<file path="config.mk">
export PLATFORM = sky130hd
export DESIGN_NAME = mem_access_ctrl
export DESIGN_NICKNAME = d
export VERILOG_FILES = /design/src/rtl/mem_access_ctrl_pkg.sv /design/src/rtl/mem_load_merge.sv /design/src/rtl/mem_access_ctrl.sv
export SDC_FILE = /design/constraint.sdc
export NUM_CORES = 1
export LEC_CHECK = 0
export CORE_UTILIZATION = 40
export DETAILED_ROUTE_END_ITERATION = 6
export DONT_BUFFER_PORTS = 1
export SLEW_MARGIN = 20
export SYNTH_ARGS = -nofsm -noshare
export SYNTH_HDL_FRONTEND = slang
export SYNTH_SLANG_ARGS = --single-unit
</file>
<file path="constraint.sdc">
create_clock -name clk -period 4.85 [get_ports clk]
set_input_delay 0.7275 -clock clk [delete_from_list [all_inputs] [get_ports clk]]
set_output_delay 0.7275 -clock clk [all_outputs]
set_load 0.02 [all_outputs]
</file>
<file path="src/rtl/mem_access_ctrl_pkg.sv">
// Shared RAM access-mode encodings, controller state encoding and access-legality helpers
// for the data-RAM load/store controller.
package mem_access_ctrl_pkg;

  localparam logic [1:0] RAM_MODE_BYTE = 2'b00;
  localparam logic [1:0] RAM_MODE_HALF = 2'b01;
  localparam logic [1:0] RAM_MODE_WORD = 2'b10;

  typedef enum logic [2:0] {
    ST_IDLE = 3'd0,
    ST_RD   = 3'd1,
    ST_RD2  = 3'd2,
    ST_WR   = 3'd3,
    ST_RESP = 3'd4
  } mac_state_t;

  // The undefined size code behaves as a word access.
  function automatic logic [1:0] norm_size(input logic [1:0] size);
    return (size == 2'b11) ? RAM_MODE_WORD : size;
  endfunction

  // True when the RAM can serve the access in a single cycle.
  function automatic logic is_native(input logic [1:0] offset, input logic [1:0] size);
    logic ok;
    case (size)
      RAM_MODE_BYTE: ok = 1'b1;
      RAM_MODE_HALF: ok = (offset != 2'd3);
      default:       ok = (offset == 2'd0);
    endcase
    return ok;
  endfunction

  // Index of the last byte write of a split store.
  function automatic logic [1:0] last_byte_idx(input logic [1:0] size);
    return (size == RAM_MODE_HALF) ? 2'd1 : 2'd3;
  endfunction

endpackage

</file>
<file path="src/rtl/mem_load_merge.sv">
// Combines two consecutive RAM words into the result of a misaligned load:
// the little-endian byte stream {hi,lo} is shifted down by the byte offset, then extended.
module mem_load_merge
  import mem_access_ctrl_pkg::*;
(
  input  logic [31:0] lo,
  input  logic [31:0] hi,
  input  logic [1:0]  offset,
  input  logic [1:0]  size,
  input  logic        is_signed,
  output logic [31:0] rdata
);

  logic [63:0] stream;
  logic [31:0] window;
  logic        unused_stream_hi;

  assign stream           = {hi, lo} >> {offset, 3'b000};
  assign window           = stream[31:0];
  assign unused_stream_hi = ^stream[63:32];

  always_comb begin
    rdata = window;
    case (size)
      RAM_MODE_BYTE: rdata = {{24{is_signed & window[7]}}, window[7:0]};
      RAM_MODE_HALF: rdata = {{16{is_signed & window[15]}}, window[15:0]};
      default:       rdata = window;
    endcase
  end

endmodule

</file>
<file path="src/rtl/mem_access_ctrl.sv">
// Load/store unit driving the data-RAM port: one request at a time, native accesses in one
// RAM cycle, misaligned loads as two word reads and misaligned stores as byte writes.
module mem_access_ctrl
  import mem_access_ctrl_pkg::*;
#(
  parameter bit ALLOW_MISALIGNED = 1'b1
) (
  input  logic        clk,
  input  logic        rst_n,
  input  logic        req_valid,
  output logic        req_ready,
  input  logic        req_we,
  input  logic [31:0] req_addr,
  input  logic [31:0] req_wdata,
  input  logic [1:0]  req_size,
  input  logic        req_signed,
  output logic        resp_valid,
  output logic [31:0] resp_rdata,
  output logic        resp_err,
  output logic        ram_we,
  output logic [31:0] ram_r_addr,
  output logic [31:0] ram_w_addr,
  output logic [31:0] ram_w_data,
  output logic [1:0]  ram_rmode,
  output logic [1:0]  ram_wmode,
  output logic        ram_rsigned,
  input  logic [31:0] ram_r_data
);

  mac_state_t  state, state_nxt;

  logic        ready_nxt, resp_valid_nxt, resp_err_nxt, ram_we_nxt, ram_rsigned_nxt;
  logic [31:0] resp_rdata_nxt, ram_r_addr_nxt, ram_w_addr_nxt, ram_w_data_nxt;
  logic [1:0]  ram_rmode_nxt, ram_wmode_nxt;

  logic [31:0] addr_p1, addr_nxt;
  logic [31:0] wdata_p1, wdata_nxt;
  logic [1:0]  size_p1, size_nxt;
  logic        signed_p1, signed_nxt;
  logic        split_p1, split_nxt;
  logic [1:0]  wr_idx_p1, wr_idx_nxt;
  logic [1:0]  wr_last_p1, wr_last_nxt;
  logic [31:0] lo_p2, lo_nxt;

  logic [1:0]  req_size_n;
  logic        req_native;
  logic [1:0]  wr_idx_inc;
  logic [31:0] merge_rdata;

  assign req_size_n = norm_size(req_size);
  assign req_native = is_native(req_addr[1:0], req_size_n);
  assign wr_idx_inc = wr_idx_p1 + 2'd1;

  mem_load_merge u_merge (
    .lo        (lo_p2),
    .hi        (ram_r_data),
    .offset    (addr_p1[1:0]),
    .size      (size_p1),
    .is_signed (signed_p1),
    .rdata     (merge_rdata)
  );

  always_ff @(posedge clk or negedge rst_n) begin
    if (!rst_n) state <= ST_IDLE;
    else        state <= state_nxt;
  end

  always_comb begin
    state_nxt       = state;
    resp_valid_nxt  = 1'b0;
    resp_err_nxt    = 1'b0;
    resp_rdata_nxt  = resp_rdata;
    ram_we_nxt      = 1'b0;
    ram_r_addr_nxt  = ram_r_addr;
    ram_w_addr_nxt  = ram_w_addr;
    ram_w_data_nxt  = ram_w_data;
    ram_rmode_nxt   = ram_rmode;
    ram_wmode_nxt   = ram_wmode;
    ram_rsigned_nxt = ram_rsigned;
    addr_nxt        = addr_p1;
    wdata_nxt       = wdata_p1;
    size_nxt        = size_p1;
    signed_nxt      = signed_p1;
    split_nxt       = split_p1;
    wr_idx_nxt      = wr_idx_p1;
    wr_last_nxt     = wr_last_p1;
    lo_nxt          = lo_p2;

    case (state)
      ST_IDLE: begin
        if (req_valid) begin
          addr_nxt   = req_addr;
          wdata_nxt  = req_wdata;
          size_nxt   = req_size_n;
          signed_nxt = req_signed;
          split_nxt  = !req_native;
          if (!req_native && !ALLOW_MISALIGNED) begin
            state_nxt = ST_RESP;
          end else if (req_we) begin
            ram_we_nxt     = 1'b1;
            ram_w_addr_nxt = req_addr;
            wr_idx_nxt     = 2'd0;
            if (req_native) begin
              ram_w_data_nxt = req_wdata;
              ram_wmode_nxt  = req_size_n;
              wr_last_nxt    = 2'd0;
            end else begin
              ram_w_data_nxt = {24'h0, req_wdata[7:0]};
              ram_wmode_nxt  = RAM_MODE_BYTE;
              wr_last_nxt    = last_byte_idx(req_size_n);
            end
            state_nxt = ST_WR;
          end else begin
            if (req_native) begin
              ram_r_addr_nxt  = req_addr;
              ram_rmode_nxt   = req_size_n;
              ram_rsigned_nxt = req_signed;
            end else begin
              // Split loads fetch whole words; extension happens in the merge.
              ram_r_addr_nxt  = {req_addr[31:2], 2'b00};
              ram_rmode_nxt   = RAM_MODE_WORD;
              ram_rsigned_nxt = 1'b0;
            end
            state_nxt = ST_RD;
          end
        end
      end

      ST_RD: begin
        if (split_p1) begin
          lo_nxt         = ram_r_data;
          ram_r_addr_nxt = ram_r_addr + 32'd4;
          state_nxt      = ST_RD2;
        end else begin
          resp_rdata_nxt = ram_r_data;
          resp_valid_nxt = 1'b1;
          state_nxt      = ST_IDLE;
        end
      end

      ST_RD2: begin
        resp_rdata_nxt = merge_rdata;
        resp_valid_nxt = 1'b1;
        state_nxt      = ST_IDLE;
      end

      ST_WR: begin
        if (wr_idx_p1 == wr_last_p1) begin
          resp_rdata_nxt = 32'h0;
          resp_valid_nxt = 1'b1;
          state_nxt      = ST_IDLE;
        end else begin
          wr_idx_nxt     = wr_idx_inc;
          ram_we_nxt     = 1'b1;
          ram_w_addr_nxt = addr_p1 + {30'd0, wr_idx_inc};
          ram_w_data_nxt = {24'h0, wdata_p1[{wr_idx_inc, 3'b000} +: 8]};
          ram_wmode_nxt  = RAM_MODE_BYTE;
        end
      end

      ST_RESP: begin
        resp_rdata_nxt = 32'h0;
        resp_valid_nxt = 1'b1;
        resp_err_nxt   = 1'b1;
        state_nxt      = ST_IDLE;
      end

      default: state_nxt = ST_IDLE;
    endcase

    ready_nxt = (state_nxt == ST_IDLE);
  end

  // Registered outputs and control: reset to the idle, no-access state.
  always_ff @(posedge clk or negedge rst_n) begin
    if (!rst_n) begin
      req_ready   <= 1'b1;
      resp_valid  <= 1'b0;
      resp_err    <= 1'b0;
      resp_rdata  <= 32'h0;
      ram_we      <= 1'b0;
      ram_r_addr  <= 32'h0;
      ram_w_addr  <= 32'h0;
      ram_w_data  <= 32'h0;
      ram_rmode   <= 2'b00;
      ram_wmode   <= 2'b00;
      ram_rsigned <= 1'b0;
      split_p1    <= 1'b0;
      wr_idx_p1   <= 2'd0;
      wr_last_p1  <= 2'd0;
    end else begin
      req_ready   <= ready_nxt;
      resp_valid  <= resp_valid_nxt;
      resp_err    <= resp_err_nxt;
      resp_rdata  <= resp_rdata_nxt;
      ram_we      <= ram_we_nxt;
      ram_r_addr  <= ram_r_addr_nxt;
      ram_w_addr  <= ram_w_addr_nxt;
      ram_w_data  <= ram_w_data_nxt;
      ram_rmode   <= ram_rmode_nxt;
      ram_wmode   <= ram_wmode_nxt;
      ram_rsigned <= ram_rsigned_nxt;
      split_p1    <= split_nxt;
      wr_idx_p1   <= wr_idx_nxt;
      wr_last_p1  <= wr_last_nxt;
    end
  end

  // Captured request and low load word: data only, no reset.
  always_ff @(posedge clk) begin
    addr_p1   <= addr_nxt;
    wdata_p1  <= wdata_nxt;
    size_p1   <= size_nxt;
    signed_p1 <= signed_nxt;
    lo_p2     <= lo_nxt;
  end

endmodule
</file>
==> impl_results.md <==
- CTS sink cnt: 244
- Global-route wire length before repair: around 50 mm
- Global placement routability congestion: between 0.8 and 0.9
- R2R Path Start: state[2]
- Max Cap Viol: 0
- Yosys reg bits: ~240
- Clk Latency, worst-skew pair: 0.55 ns
- Remaining DRCs: 0
- Reg-to-reg slack, setup: ~1.6 ns
- R2r worst-path depth: 7
- Syn Nets: between 1000 and 1500
- Critical path cell sequence: nand3b_1, buf_4, a21o_1, and2_2, buf_4, a22oi_1, o21ai_1
- Most common library cells after synthesis: dfrtp_1 (144), edfxtp_1 (99), nand2_1 (97)
- FP Rows: 62
- Initial antenna violation count: 0
- Cell mode on critical path: buf_4
- Synth-to-Final Area Change: 9.861%
- Avg Vias per Cell: between 5 and 6
- Hold slack: roughly 0.029 ns
- Pins Over Slew Limit: 0
- Power Density: 492.2 nW/um^2
- Layout cell share with drive strength beyond 1: about 16%
- Core area: just under 30000 sq um
- 1st-iter DRT viols: about 590
- Average wire per standard cell: ~24 um
- Outcome: finished clean
- # setup viols final: 0
- Leakage power: 4.826 nW
- Routed Antenna Nets: 0
- Post-Syn Area: 11810 sq um
- CTS buffer count: 29
- Worst path required time: between 5 and 6 ns
- Die Ht: ~170 um
- CP max stage delay: ~0.73 ns
- Total gr overflow: 0
- Bufs on Longest Clock Path: 3
- Final period util: 66.20%
- Crit path launch: state[2]
- Critical Path End Type: flip-flop
- Max Fanout on Critical Path: 29
- Avg Synthesized Cell Area: about 12 sq um
- DP HPWL: approximately 22 mm
- Total of warnings raised by yosys: 0
- Critical Path Start Type: flip-flop
- Largest net degree at the start of global routing: around 150
- Number of synthesized flops with an enable pin: 99
- Total negative slack: 0 ns
- GRT Resource Usage Total: 21.35%
- Top cells by area, synth: dfrtp_1 (31%), edfxtp_1 (25%), mux4_2 (7.1%), nand2_1 (3.1%), a21oi_1 (2.8%)
- Post-layout minimum cycle time: about 3.2 ns
- Max-slew headroom: between 20% and 30%
- Yosys top cell area share: a little under a third
- Quantity of I/O buffers inserted on ports: 0
- Number of global-route vias before repair: a little over 8000
- Setup Buffers After CTS: 0
- Routed via count: approximately 8000
- Worst Path Arrival: 3.66 ns
- Post-CTS Hold Buffers: 1
- Die width: between 150 and 200 um
- CTS tree: done
- CTS H-Tree Depth: 1
- Asr flop ratio synth: 59.43%
- Total wire length: ~32 mm
- Least-Margin Pin Slew: 1.117 ns
- Seq/Total Area, Yosys: about 56%
- Nets: roughly 1100
- Drt pass-1 iters: 5
- CTS root buf: clkbuf_16
- Initial Util: 40.93%
- Most common cell in the synthesized netlist: dfrtp_1
- Diodes inserted: 0
- R2r endpoint: ram_w_addr[26]
- Setup CP Type: flip-flop to flip-flop
- Worst vdd ir: a little under 0.3 mV
- Slowest-stage cell, CP: a21o_1
- Filler instances: approximately 2600
- Final Util: between 40 and 50%
- Top FF cell, synth: dfrtp_1
- Die area: 30220 sq um
- Worst hold path type: input port to async pin
- Cells after Synth: 985
- RSZ-0062 raised after global routing: false
- Resized Gates After CTS: 0
- Max Clock Skew: ~0.011 ns
- Synth cell types: a little under 80
- Fin. Hold Viols: 0
- FMAX: around 310 MHz
- Ports: between 200 and 250
- Area leader, netlist: dfrtp_1
- Critical Path End: ram_w_addr[26]
- Worst-path clk slew: about 0.050 ns
-- worst min path at each step --
stage / start / endpoint / cells after the start
finish: rst_n / req_ready / 0
global route: rst_n / req_ready / 0
CTS: rst_n / req_ready / 0
detailed placement: rst_n / resp_rdata[14] / 0
global placement: rst_n / resp_valid / 0
floorplan: rst_n / ram_r_addr[0] / 0
-- power breakdown --
group	internal [mW]	switching [mW]	total, mW
Combinational	0.390	0.462	0.852
Sequential	2.56	0.893	3.45
Clock	1.22	0.863	2.09
Total	4.17	2.22	6.39
-- final cells by class --
| type | instances | area [sq um] | area share [%] |
|---|---|---|---|
| repair buffers | 13 | 117.6 | 0.9063 |
| clock buffers | 39 | 773.2 | 5.958 |
| well taps | 384 | 480.5 | 3.702 |
| multi-input cells | 651 | 4808 | 37.05 |
| inverters | 17 | 63.81 | 0.4917 |
| flip-flops and latches | 244 | 6603 | 50.88 |
| clock inverters | 15 | 131.4 | 1.012 |
-- routing by layer --
layer / global-route usage, % / share of wire (%)
met5: 0 / 0
met4: 5.629 / 2.0
met3: 7.873 / 11
met2: 33.87 / 47
met1: 27.53 / 40
-- registers in the layout (all words and copies together), names as in the netlist, 3 cells and up --
signal,count
addr_p1,32
lo_p2,32
ram_r_addr,32
ram_w_addr,32
ram_w_data,32
resp_rdata,32
wdata_p1,32
state,3
-- logic make-up after synthesis --
kind of cell | count (synthesis) | share of synthesized area [%]
AND/OR/NAND/NOR | 300 | 13.57
buffers and inverters | 90 | 3.803
adder cells (fa/ha/maj) | 4 | 0.4873
XOR/XNOR | 32 | 2.373
flip-flops | 244 | 55.89
other | 1 | 0.03175
AO/OA/AOI/OAI | 264 | 15.64
multiplexers | 50 | 8.198
-- metrics by stage --
stage | setup WS [ns] | power (mW) | area, sq um | cells
3_5_place_dp | 1.657 | 4.328 | 12040 | 1308
2_1_floorplan | 0.6532 | 4.014 | 11810 | 985
6_report | 1.639 | 6.388 | 12980 | 1363
3_3_place_gp | 1.706 | 4.295 | 12040 | 1308
4_1_cts | 1.618 | 6.456 | 12970 | 1363
5_1_grt | 1.432 | 6.700 | 12980 | 1363
-- critical path: cells and delay by family (launching register included) --
kind            cells  cell delay (ns)
flops               1             0.62
simple gates        2             0.87
buf+inv             2             0.66
compound gates      3             0.95
-- layout by cell type, fill, tap and decap left out, types with 13 or more instances in the layout --
cell,Yosys,routed
a31oi_1,13,13
o21ai_0,34,33
edfxtp_1,99,99
nand3_1,29,29
a21oi_1,66,65
a22o_1,25,25
nor2_1,76,76
nand2_1,97,97
mux4_2,37,37
a22oi_1,35,35
o21ai_1,20,20
nand4_1,15,15
clkbuf_16,0,29
xnor2_1,28,28
dfrtp_1,144,144
inv_1,16,16
Power figures use the tool's default switching activity.
